## config.mk

```make
export PLATFORM = sky130hd
export DESIGN_NAME = user_code_loadable_mem
export DESIGN_NICKNAME = d
export VERILOG_FILES = /design/src/rtl/user_code_loadable_mem.sv
export SDC_FILE = /design/constraint.sdc
export NUM_CORES = 1
export LEC_CHECK = 0
export ABC_AREA = 0
export CAP_MARGIN = 20
export CORE_UTILIZATION = 44
export CTS_CLUSTER_DIAMETER = 150
export DETAILED_ROUTE_END_ITERATION = 12
export DONT_BUFFER_PORTS = 1
export SYNTH_ARGS = -nofsm -noshare
export SYNTH_HDL_FRONTEND = slang
export SYNTH_SLANG_ARGS = --single-unit
export TNS_END_PERCENT = 5
```

## constraint.sdc

```tcl
create_clock -name Clock -period 2.5 [get_ports Clock]
set_input_delay 0.5 -clock Clock [delete_from_list [all_inputs] [get_ports Clock]]
set_output_delay 0.5 -clock Clock [all_outputs]
set_load 0.1 [all_outputs]
```

## src/rtl/user_code_loadable_mem.sv

```systemverilog
// Runtime-loadable instruction store for the i281 CPU: DEPTH x WIDTH registers, streamed load port, combinational fetch port.
// Optional running checksum of loaded words is enabled by defining USER_CODE_CHECKSUM_EN.
module user_code_loadable_mem #(
    parameter  int WIDTH = 16,
    parameter  int DEPTH = 32,
    localparam int AW    = $clog2(DEPTH)
) (
    input  logic             Clock,
    input  logic             Reset_n,
    input  logic [AW-1:0]    rd_addr,
    output logic [WIDTH-1:0] rd_data,
    input  logic             ld_start,
    input  logic             ld_valid,
    input  logic [WIDTH-1:0] ld_data,
    input  logic             ld_end,
    output logic             ld_ready,
    output logic             ld_busy,
    output logic             ld_done,
    output logic [AW:0]      ld_count,
    output logic             cpu_hold,
    output logic [WIDTH-1:0] ld_checksum
);

    // Handshake: a word transfers on a rising edge where ld_valid && ld_ready;
    // ld_ready is high for the whole LOAD state and never depends on ld_valid.
    typedef enum logic [1:0] {
        S_IDLE = 2'd0,
        S_LOAD = 2'd1,
        S_FILL = 2'd2
    } state_t;

    localparam logic [AW-1:0] PTR_LAST = AW'(DEPTH - 1);
    localparam logic [AW-1:0] PTR_ONE  = AW'(1);
    localparam logic [AW:0]   CNT_ONE  = (AW + 1)'(1);

    state_t           r_state;
    logic [AW-1:0]    r_ptr;
    logic [AW:0]      r_count;
    logic             r_done;
    logic [WIDTH-1:0] r_mem [DEPTH];

    state_t           w_state_nxt;
    logic [AW-1:0]    w_ptr_nxt;
    logic [AW:0]      w_count_nxt;
    logic             w_done_nxt;
    logic             w_wr_en;
    logic [WIDTH-1:0] w_wr_data;

    always_ff @(posedge Clock or negedge Reset_n) begin
        if (!Reset_n) begin
            r_state <= S_IDLE;
        end else begin
            r_state <= w_state_nxt;
        end
    end

    always_comb begin
        w_state_nxt = r_state;
        w_ptr_nxt   = r_ptr;
        w_count_nxt = r_count;
        w_done_nxt  = 1'b0;
        w_wr_en     = 1'b0;
        w_wr_data   = '0;
        case (r_state)
            S_IDLE: begin
                if (ld_start) begin
                    w_state_nxt = S_LOAD;
                    w_ptr_nxt   = '0;
                    w_count_nxt = '0;
                end
            end
            S_LOAD: begin
                if (ld_valid) begin
                    w_wr_en     = 1'b1;
                    w_wr_data   = ld_data;
                    w_count_nxt = r_count + CNT_ONE;
                    // The last address completes the session even if ld_end is also high.
                    if (r_ptr == PTR_LAST) begin
                        w_state_nxt = S_IDLE;
                        w_done_nxt  = 1'b1;
                    end else begin
                        w_ptr_nxt = r_ptr + PTR_ONE;
                        if (ld_end) begin
                            w_state_nxt = S_FILL;
                        end
                    end
                end else if (ld_end) begin
                    w_state_nxt = S_FILL;
                end
            end
            S_FILL: begin
                w_wr_en = 1'b1;
                if (r_ptr == PTR_LAST) begin
                    w_state_nxt = S_IDLE;
                    w_done_nxt  = 1'b1;
                end else begin
                    w_ptr_nxt = r_ptr + PTR_ONE;
                end
            end
            default: begin
                w_state_nxt = S_IDLE;
            end
        endcase
    end

    always_ff @(posedge Clock or negedge Reset_n) begin
        if (!Reset_n) begin
            r_ptr   <= '0;
            r_count <= '0;
            r_done  <= 1'b0;
            for (int i = 0; i < DEPTH; i++) begin
                r_mem[i] <= '0;
            end
        end else begin
            r_ptr   <= w_ptr_nxt;
            r_count <= w_count_nxt;
            r_done  <= w_done_nxt;
            if (w_wr_en) begin
                r_mem[r_ptr] <= w_wr_data;
            end
        end
    end

`ifdef USER_CODE_CHECKSUM_EN
    logic [WIDTH-1:0] r_checksum;
    logic             w_sum_clear;
    logic             w_sum_add;

    assign w_sum_clear = (r_state == S_IDLE) && ld_start;
    assign w_sum_add   = (r_state == S_LOAD) && ld_valid;

    always_ff @(posedge Clock or negedge Reset_n) begin
        if (!Reset_n) begin
            r_checksum <= '0;
        end else if (w_sum_clear) begin
            r_checksum <= '0;
        end else if (w_sum_add) begin
            r_checksum <= r_checksum + ld_data;
        end
    end

    assign ld_checksum = r_checksum;
`else
    assign ld_checksum = '0;
`endif

    // The CPU sees NOOPs (all zeros) whenever a session owns the memory.
    assign ld_busy  = (r_state != S_IDLE);
    assign cpu_hold = ld_busy;
    assign ld_ready = (r_state == S_LOAD);
    assign ld_done  = r_done;
    assign ld_count = r_count;
    assign rd_data  = ld_busy ? '0 : r_mem[rd_addr];

endmodule

```

# After elaboration in Yosys (flattened, before gate mapping)
# Cells that the tools add are included.
# classes
n_bitwise	2
add_sub_neg	2
mux	27
reduce_logical	8
n_eq_ne	6
order_cmp	3
# ops
operator	n
bitwise mux 512 bit	1
2-to-1 mux 16 bit	6
binary-select mux 16 bit (select 5 bit)	1
demux 16 bit (select 5 bit)	1
2-to-1 mux 5 bit	3
one-hot mux 5 bit (3 select lines)	1
greater-or-equal comparator 6 bit (second input constant)	2
2-to-1 mux 6 bit	2
inverter 5 -> 6 bit	2
one-hot mux 6 bit (2 select lines)	1
2-to-1 mux 2 bit	5
adder 6 x 1 -> 6 bit (second input constant)	1
less-than comparator 6 x 1 -> 1 bit (second input constant)	1
!= test 2 bit (second input constant)	3
one-hot mux 2 bit (3 select lines)	1
AND reduction 3 bit	2
adder 5 x 1 -> 5 bit (second input constant)	1
equality test 5 bit (second input constant)	1
one-hot mux 1 bit (2 select lines)	2
nonzero test 2 bit	2
2-to-1 mux 1 bit	3
nonzero test 3 bit	1
equality test 2 x 1 -> 1 bit (second input constant)	1
equality test 2 bit (second input constant)	1
3 further kinds	3
# totals
out_inout_bits	42
in_bits	26
ff_bits	526
wordCells	84

# Longest topological paths before layout
# Gate-level depths: netlist of run 1.
# logic_depth
depth_word	6
depth_mapped	9
ltp_nobuf	8

# Worst setup path before layout of run 1
# No wires, ideal clock.
# synth_path
path_type	input to output
from	input rd_addr[2]
to	output rd_data[1]
slack_ns	-1.120
stages	6
t_arrival_ns	3.120
path_buffers	2
required_time_ns	2.000
cell_sequence	buf_2 clkbuf_1 mux4_2 mux2_2 nand2_1 a31oi_1
# synth_between
elab_chain_len	5
# synth_rtl
element	line_no	text
start: declaration	10	input logic [AW-1:0] rd_addr,
inverter 5 -> 6 bit (implied by the code)	153	assign rd_data = ld_busy ? '0 : r_mem[rd_addr];
binary-select mux 16 bit (select 5 bit)	153	
2-to-1 mux 16 bit (implied by the code) (2 in a row)	153	
2-to-1 mux 16 bit	153	
end: declaration	11	output logic [WIDTH-1:0] rd_data,
# Every way passes these cells. The select of a mux whose other input is x is not followed.

# Final worst setup path of run 1
# layout_path
from	register r_mem[138] (netlist name)
to	output rd_data[10]
# layout_between
elab_chain_len	4
# layout_rtl
element	line_no	text
start: declaration	40	logic [WIDTH-1:0] r_mem [DEPTH];
start signal: indexed assignment	119	r_mem[r_ptr] <= w_wr_data;
binary-select mux 16 bit (select 5 bit)	153	
2-to-1 mux 16 bit (implied by the code) (2 in a row)	153	
2-to-1 mux 16 bit	153	
# Every way passes these cells. The select of a mux whose other input is x is not followed.

==> qor.json, run 1 <==
{
  "yosys.area_share.adder_pct": 0.588,
  "initial_core_util_pct": 44.5,
  "worst_slack_ps": -391,
  "finalCritPeriodShare_pct": 116,
  "max-slew-margin-rel_pct": -106,
  "synth.area.mux_share_pct": 14.6,
  "cellLeakagePower_uw": 0.0113,
  "critPathCapture": "rd_data[10]",
  "cap_violations": 0,
  "worst_clock_skew_ps": 18.9,
  "setup_viol": 16,
  "cp_max_fo": 2,
  "hpwl_um": 36200,
  "post_drt_via_cell_ratio": 5.68,
  "fp-row-count": 84,
  "remaining_drc_errors": 0,
  "drt_pass1_iterations": 7,
  "synthesis.instances": 2159,
  "final_hold_viol_count": 85,
  "layout_common_cells": "sky130_fd_sc_hd__nand2_1, sky130_fd_sc_hd__dfrtp_1, sky130_fd_sc_hd__o21ai_1",
  "globalRouteTotalUtil_pct": 23.9,
  "sequential_cell_area_fraction_in_the_yosys_report_pct": 56.3,
  "globalRoute.busiestLayer": "met2",
  "number_of_h_tree_levels": 2,
  "clk-insertion-delay-late_ps": 600,
  "final_common_cell": "sky130_fd_sc_hd__nand2_1",
  "failed_checks": "negative hold slack, max-slew violations, negative setup slack",
  "cts_buffers": 55,
  "power.combinational.fraction_pct": 18.4,
  "synth_flop_cell": "sky130_fd_sc_hd__dfrtp_1",
  "grt_first_pass_wirelength_um": 97600,
  "tns_ps": -5000,
  "vias_in_the_first_global_route": 16000,
  "power.density_mw_per_mm2": 808,
  "cp-startpoint": "r_mem[138]",
  "place_worst_setup_slack_ps": -84.1,
  "final_cell_count_no_fill": 2830,
  "layout.nets": 2135,
  "fmaxAchievable_ghz": 0.346,
  "clk_transition_reported_paths_ps": 60,
  "power.sequential.fraction_pct": 43.1,
  "compound_gate_portion_of_the_synthesized_area_pct": 13.3,
  "reg2reg_depth": 8,
  "boundaryPins": 68,
  "clockBufferDepth": 3,
  "num_antenna_cells": 0,
  "async_flop_share_pct": 100,
  "synthDistinctLibCells": 38,
  "met2_usage_pct": 38.4,
  "wl_per_cell_um": 22.0,
  "synth_top_family_by_area": "multiplexers",
  "drt_wl_total_um": 62100,
  "total_power_uw": 21500,
  "yosys_warnings": 0,
  "post_synth_and_or_nand_nor_area_fraction_pct": 10.8,
  "fin_hold_ws_ps": -370,
  "dieArea_sq_mm": 0.0541,
  "worst_pin_slew_ps": 3090,
  "cts_num_sinks": 526,
  "place.port_buffers": 0,
  "fp.dieW_um": 233,
  "pin_count_of_the_biggest_net_entering_global_routing": 527,
  "synth_enable_flop_cells": 0,
  "critPathArrivalTime_ps": 2390,
  "clock_power_share_pct": 38.5,
  "critical_path.reg2reg.endpoint": "r_mem[203]",
  "synthesis.area_sq_mm": 0.0234,
  "layout-area-overhead-vs-synth_pct": 13.7,
  "core_area_sq_mm": 0.0526,
  "placed_cells": 2729,
  "gr-usage-met3_pct": 2.98,
  "timing.hold.worst.class": "input port to asynchronous set/reset pin",
  "antenna_found_initial": 0,
  "p_sw_share_pct": 29.7,
  "p_int_uw": 15100,
  "overflow": 0,
  "clock_tree_from_tritoncts": "done",
  "ys_ff_latch": 526,
  "unrepaired_setup_endpoints_after_global_routing": "yes",
  "power.net_switching_uw": 6380,
  "path_class": "flop to output pin",
  "launch_point_of_the_worst_reg_to_reg_path": "r_state[1]",
  "cp-end-kind": "output pin",
  "share_of_final_layout_standard_cells_stronger_than_drive_strength_1_pct": 18.8,
  "synth.avg_cell_area_sq_um": 10.8,
  "dr_total_vias": 16100,
  "outcome": "finished, violations left",
  "synth_xor_xnor_area_share_pct": 0,
  "crit_start_category": "flop",
  "final-max-slew-violation-count": 460,
  "detailedRoute.firstIterationViolations": 1358,
  "detail-route-antenna-nets": 0,
  "irDropWorstVdd_uv": 681,
  "post_cts_buffers": 0,
  "final_period_minus_worst_setup_slack_ps": 2890,
  "finalWeightedCongestion": 0.808,
  "floorplan.die.height_um": 233,
  "root_buffer_master": "sky130_fd_sc_hd__clkbuf_16",
  "worst_ep_required_time_ps": 2000,
  "grt_util_met1_pct": 33.6,
  "reg2reg_slack_ps": 300
}
==> cell type report <==
class / instances / area [sq um]
clock inverter: 22 / 258
clock buffer: 79 / 1570
tap: 688 / 861
timing repair buffer: 93 / 968
multi-input combinational: 1415 / 9750
fill: 4584 / 26000
sequential: 526 / 13200
inverter: 7 / 26.3
==> power groups by stage <==
stage / sequential, uW / combinational (uW) / clock [uW]
global route: 9320 / 4220 / 8730
global placement: 9390 / 3720 / 0
detailed placement: 9410 / 3810 / 0
finish: 9270 / 3940 / 8270
floorplan: 9430 / 2760 / 0
CTS: 9260 / 3840 / 8410
==> worst max-delay path: stages, from the launching register on <==
cell	delay, ps
sky130_fd_sc_hd__dfrtp_1	380
sky130_fd_sc_hd__mux4_2	510
sky130_fd_sc_hd__mux2i_4	230
sky130_fd_sc_hd__nor2_2	60
sky130_fd_sc_hd__a221oi_2	210
sky130_fd_sc_hd__buf_4	180
sky130_fd_sc_hd__a21oi_4	70
sky130_fd_sc_hd__buf_12	170
==> per-stage QoR <==
step / instance area [sq um] / util, %
3_3_place_gp: 24500 / 46.7
3_5_place_dp: 24500 / 46.7
6_report: 26600 / 50.6
5_1_grt: 26600 / 50.6
2_1_floorplan: 23800 / -
4_1_cts: 26400 / 50.3
==> cell families after synthesis <==
group                      after synthesis
and+or+nand+nor                        624
adders and majority gates               11
DFF                                    526
AOI/OAI and AO/OA                      587
muxes                                  177
other                                    1
buffers and inverters                  233
==> worst min-delay path by stage <==
stage          depth (start not counted)           to
6_report                               0   r_state[0]
2_1_floorplan                          0  ld_count[0]
3_5_place_dp                           0   r_state[0]
3_3_place_gp                           0   r_state[0]
4_1_cts                                0   r_state[0]
5_1_grt                                0     r_ptr[3]
==> repair_timing <==
action / 4_1_cts / 5_1_grt
resized for setup: 15 / 24
setup endpoints to repair: 18 / 18
pin swaps: 0 / 2
endpoints found under the hold margin: 526 / 526
==> Yosys cell counts (3+ instances only) <==
cell / count / area (sq um)
sky130_fd_sc_hd__o21ai_0: 239 / 1200
sky130_fd_sc_hd__buf_6: 8 / 90.1
sky130_fd_sc_hd__mux2i_1: 13 / 130
sky130_fd_sc_hd__nand2b_1: 3 / 18.8
sky130_fd_sc_hd__nor2b_1: 3 / 18.8
sky130_fd_sc_hd__and3_1: 3 / 18.8
sky130_fd_sc_hd__buf_1: 12 / 45.0
sky130_fd_sc_hd__nor3_1: 5 / 25.0
sky130_fd_sc_hd__a22oi_1: 4 / 30.0
sky130_fd_sc_hd__nor2_1: 18 / 67.6
sky130_fd_sc_hd__a22o_1: 6 / 52.6
sky130_fd_sc_hd__o21ai_1: 280 / 1400
sky130_fd_sc_hd__buf_4: 24 / 180
sky130_fd_sc_hd__a21o_1: 5 / 37.5
sky130_fd_sc_hd__nand2_1: 527 / 1980
sky130_fd_sc_hd__nand3_1: 22 / 110
sky130_fd_sc_hd__mux4_2: 128 / 2880
sky130_fd_sc_hd__a31oi_1: 3 / 18.8
sky130_fd_sc_hd__dfrtp_1: 526 / 13200
sky130_fd_sc_hd__nor3b_1: 4 / 30.0
sky130_fd_sc_hd__a21oi_1: 18 / 90.1
sky130_fd_sc_hd__inv_1: 7 / 26.3
sky130_fd_sc_hd__o221ai_1: 16 / 140
sky130_fd_sc_hd__a221oi_1: 13 / 114
sky130_fd_sc_hd__nand4_1: 33 / 206
sky130_fd_sc_hd__ha_1: 11 / 138
sky130_fd_sc_hd__clkbuf_1: 165 / 619
sky130_fd_sc_hd__buf_2: 16 / 80.1
sky130_fd_sc_hd__mux2_2: 36 / 405
==> sequential cells by signal (all words and copies together) (netlist names) <==
register	flops
ld_count	6
ld_done	1
r_mem	512
r_ptr	5
r_state	2
==> layer usage <==
layer	routed length [um]	part of all wire (%)	vias up
met1	28100	45	8075
met2	29600	48	429
met5	0	0	-
met4	1470	2.4	0
met3	2980	4.8	83
li1	-	-	7475
No activity file was read; power rests on OpenSTA's default activity.
==> run 2, diff against run 1 <==
--- a/config.mk
+++ b/config.mk
@@ -7,10 +7,13 @@
 export LEC_CHECK = 0
 export ABC_AREA = 0
 export CAP_MARGIN = 20
+export CELL_PAD_IN_SITES_DETAIL_PLACEMENT = 1
+export CELL_PAD_IN_SITES_GLOBAL_PLACEMENT = 1
 export CORE_UTILIZATION = 44
 export CTS_CLUSTER_DIAMETER = 150
 export DETAILED_ROUTE_END_ITERATION = 12
 export DONT_BUFFER_PORTS = 1
+export PLACE_DENSITY_LB_ADDON = 0.1
 export SYNTH_ARGS = -nofsm -noshare
 export SYNTH_HDL_FRONTEND = slang
 export SYNTH_SLANG_ARGS = --single-unit
==> qor.json, run 2 (synthesized netlist as in run 1, its figures left out) <==
{
  "finalCritPeriodShare": {"value": 116, "unit": "%", "change": "about the same"},
  "cp-startpoint": {"value": "r_mem[273]", "change": "was r_mem[138]"},
  "place.port_buffers": {"value": 0, "change": "unchanged"},
  "boundaryPins": {"value": 68, "change": "unchanged"},
  "root_buffer_master": {"value": "sky130_fd_sc_hd__clkbuf_16", "change": "unchanged"},
  "critPathArrivalTime": {"value": 2390, "unit": "ps", "change": "about the same"},
  "detailedRoute.firstIterationViolations": {"value": 1052, "change": "was 1358"},
  "wl_per_cell": {"value": 24.2, "unit": "um", "change": "was 22.0 um"},
  "reg2reg_depth": {"value": 5, "change": "was 8"},
  "place_area": {"value": 0.0247, "unit": "sq mm", "change": "was 0.0245 sq mm"},
  "fmaxAchievable": {"value": 0.346, "unit": "GHz", "change": "about the same"},
  "p_int": {"value": 15600, "unit": "uW", "change": "was 15100 uW"},
  "final_common_cell": {"value": "sky130_fd_sc_hd__nand2_1", "change": "unchanged"},
  "worst_ep_required_time": {"value": 2000, "unit": "ps", "change": "about the same"},
  "layout.nets": {"value": 2151, "change": "was 2135"},
  "final_hold_viol_count": {"value": 526, "change": "was 85"},
  "vias_in_the_first_global_route": {"value": 17300, "change": "was 16000"},
  "initial_core_util": {"value": 44.5, "unit": "%", "change": "unchanged"},
  "power.density": {"value": 833, "unit": "mW/mm^2", "change": "was 808 mW/mm^2"},
  "cellLeakagePower": {"value": 0.0114, "unit": "uW", "change": "was 0.0113 uW"},
  "irDropWorstVdd": {"value": 558, "unit": "uV", "change": "was 681 uV"},
  "final-max-slew-violation-count": {"value": 0, "change": "was 460"},
  "unrepaired_setup_endpoints_after_global_routing": {"value": "yes", "change": "unchanged"},
  "finalWeightedCongestion": {"value": 0.798, "change": "was 0.808"},
  "critical_path.reg2reg.endpoint": {"value": "r_mem[391]", "change": "was r_mem[203]"},
  "outcome": {"value": "finished, violations left", "change": "unchanged"},
  "power.combinational.fraction": {"value": 19.2, "unit": "%", "change": "was 18.4%"},
  "power.sequential.fraction": {"value": 41.5, "unit": "%", "change": "was 43.1%"},
  "clockBufferDepth": {"value": 3, "change": "unchanged"},
  "pin_count_of_the_biggest_net_entering_global_routing": {"value": 527, "change": "unchanged"},
  "num_antenna_cells": {"value": 0, "change": "unchanged"},
  "overflow": {"value": 0, "change": "unchanged"},
  "power.net_switching": {"value": 6700, "unit": "uW", "change": "was 6380 uW"},
  "max-slew-margin-rel": {"value": 7.22, "unit": "%", "change": "was -106%"},
  "cts_num_sinks": {"value": 526, "change": "unchanged"},
  "failed_checks": {"value": "negative hold slack, negative setup slack", "change": "was negative hold slack, max-slew violations, negative setup slack"},
  "worst_slack": {"value": -391, "unit": "ps", "change": "about the same"},
  "cp-end-kind": {"value": "output pin", "change": "unchanged"},
  "detail-route-antenna-nets": {"value": 0, "change": "unchanged"},
  "number_of_h_tree_levels": {"value": 2, "change": "unchanged"},
  "tns": {"value": -5650, "unit": "ps", "change": "was -5000 ps"},
  "p_sw_share": {"value": 30.0, "unit": "%", "change": "was 29.7%"},
  "setup_viol": {"value": 16, "change": "unchanged"},
  "layout_common_cells": {"value": "sky130_fd_sc_hd__nand2_1, sky130_fd_sc_hd__dfrtp_1, sky130_fd_sc_hd__o21ai_1", "change": "unchanged"},
  "crit_start_category": {"value": "flop", "change": "unchanged"},
  "cap_violations": {"value": 0, "change": "unchanged"},
  "fp.dieW": {"value": 233, "unit": "um", "change": "unchanged"},
  "clk_transition_reported_paths": {"value": 60, "unit": "ps", "change": "about the same"},
  "final_design_area_no_fill": {"value": 0.0268, "unit": "sq mm", "change": "was 0.0266 sq mm"},
  "cts_buffers": {"value": 57, "change": "was 55"},
  "core_area": {"value": 0.0526, "unit": "sq mm", "change": "unchanged"},
  "critPathCapture": {"value": "rd_data[1]", "change": "was rd_data[10]"},
  "cp_max_fo": {"value": 2, "change": "unchanged"},
  "floorplan.die.height": {"value": 233, "unit": "um", "change": "unchanged"},
  "final_period_minus_worst_setup_slack": {"value": 2890, "unit": "ps", "change": "about the same"},
  "largest_register_ffs": {"value": 512, "change": "unchanged"},
  "timing.hold.worst.class": {"value": "input port to asynchronous set/reset pin", "change": "unchanged"},
  "hpwl": {"value": 39800, "unit": "um", "change": "was 36200 um"},
  "globalRouteTotalUtil": {"value": 26.3, "unit": "%", "change": "was 23.9%"},
  "largest_register_by_flop_count": {"value": "r_mem", "change": "unchanged"},
  "remaining_drc_errors": {"value": 0, "change": "unchanged"},
  "fin_hold_ws": {"value": -416, "unit": "ps", "change": "was -370 ps"},
  "drt_wl_total": {"value": 68800, "unit": "um", "change": "was 62100 um"},
  "post_drt_via_cell_ratio": {"value": 5.75, "change": "was 5.68"},
  "path_class": {"value": "flop to output pin", "change": "unchanged"},
  "clk-insertion-delay-late": {"value": 610, "unit": "ps", "change": "was 600 ps"},
  "launch_point_of_the_worst_reg_to_reg_path": {"value": "r_ptr[3]", "change": "was r_state[1]"},
  "share_of_final_layout_standard_cells_stronger_than_drive_strength_1": {"value": 18.9, "unit": "%", "change": "was 18.8%"},
  "antenna_found_initial": {"value": 0, "change": "unchanged"},
  "fp-row-count": {"value": 84, "change": "unchanged"},
  "drt_pass1_iterations": {"value": 5, "change": "was 7"},
  "dr_total_vias": {"value": 16400, "change": "was 16100"},
  "worst_clock_skew": {"value": 18.0, "unit": "ps", "change": "was 18.9 ps"},
  "dieArea": {"value": 0.0541, "unit": "sq mm", "change": "unchanged"},
  "clock_power_share": {"value": 39.3, "unit": "%", "change": "was 38.5%"},
  "reg2reg_slack": {"value": 300, "unit": "ps", "change": "about the same"},
  "worst_pin_slew": {"value": 1390, "unit": "ps", "change": "was 3090 ps"},
  "layout-area-overhead-vs-synth": {"value": 14.7, "unit": "%", "change": "was 13.7%"},
  "grt_first_pass_wirelength": {"value": 107000, "unit": "um", "change": "was 97600 um"},
  "clock_tree_from_tritoncts": {"value": "done", "change": "unchanged"}
}
run 2: cell types whose count changed in the layout (fill, tap and decap cells not counted), sizes merged:
cell    delta
buf       +14
clkbuf    +13
bufinv     -1
clkinv     -8
run 2: critical path, stage by stage (launching register included):
cell,delay (ps)
sky130_fd_sc_hd__dfrtp_1,380
sky130_fd_sc_hd__mux4_2,490
sky130_fd_sc_hd__mux2_4,320
sky130_fd_sc_hd__o221ai_1,180
sky130_fd_sc_hd__buf_4,180
sky130_fd_sc_hd__a31oi_4,40
sky130_fd_sc_hd__buf_12,180
run 2: how the worst min path moves through the flow:
stage	from	end	slack [ps]	depth (start not counted)
final	Reset_n	ld_count[4]	-420	0
after detailed placement	Reset_n	ld_count[5]	220	0
after global placement	Reset_n	ld_count[4]	220	0
after CTS	Reset_n	ld_count[5]	-430	0
after floorplan	Reset_n	ld_count[0]	200	0
after global routing	Reset_n	ld_count[4]	-430	0
run 2: layout make-up:
type                            instances  area, sq um
Clock buffer                           92         1790
Clock inverter                         13          175
Fill cell                            5501        25700
Inverter                                7         26.3
Multi-Input combinational cell       1415         9660
Sequential cell                       526        13200
Tap cell                              688          861
Timing Repair Buffer                  107         1150
run 2: timing repair:
item	in CTS	in global routing
pin swaps	1	0
gates resized for setup	13	22
buffers inserted	0	1
hold endpoints to repair	526	526
setup endpoints to repair	19	19
run 2: power by group through the flow:
stage | Clock [uW] | Combinational (uW) | Sequential [uW]
global route | 9250 | 4520 | 9320
CTS | 8930 | 4210 | 9270
detailed placement | 0 | 4170 | 9410
floorplan | 0 | 2760 | 9430
finish | 8780 | 4290 | 9280
global placement | 0 | 4050 | 9390
run 2: metrics by stage:
step                cells  total power, uW  utilization [%]  setup slack, ps
finish               2848            22300             51.0             -391
global placement     2743            13400             47.0             -148
floorplan            2174            12200                -            -55.4
CTS                  2847            22400             50.9             -415
global route         2848            23100             51.0             -448
detailed placement   2743            13600             47.0             -148
run 2: routing by layer:
| layer | GRT usage [%] | vias to the layer above | share of wire (%) |
|---|---|---|---|
| li1 | - | 7492 | - |
| met1 | 37.9 | 8532 | 47 |
| met2 | 42.2 | 254 | 47 |
| met3 | 2.72 | 86 | 3.4 |
| met4 | 7.41 | 0 | 2.4 |
| met5 | 0 | - | 0 |
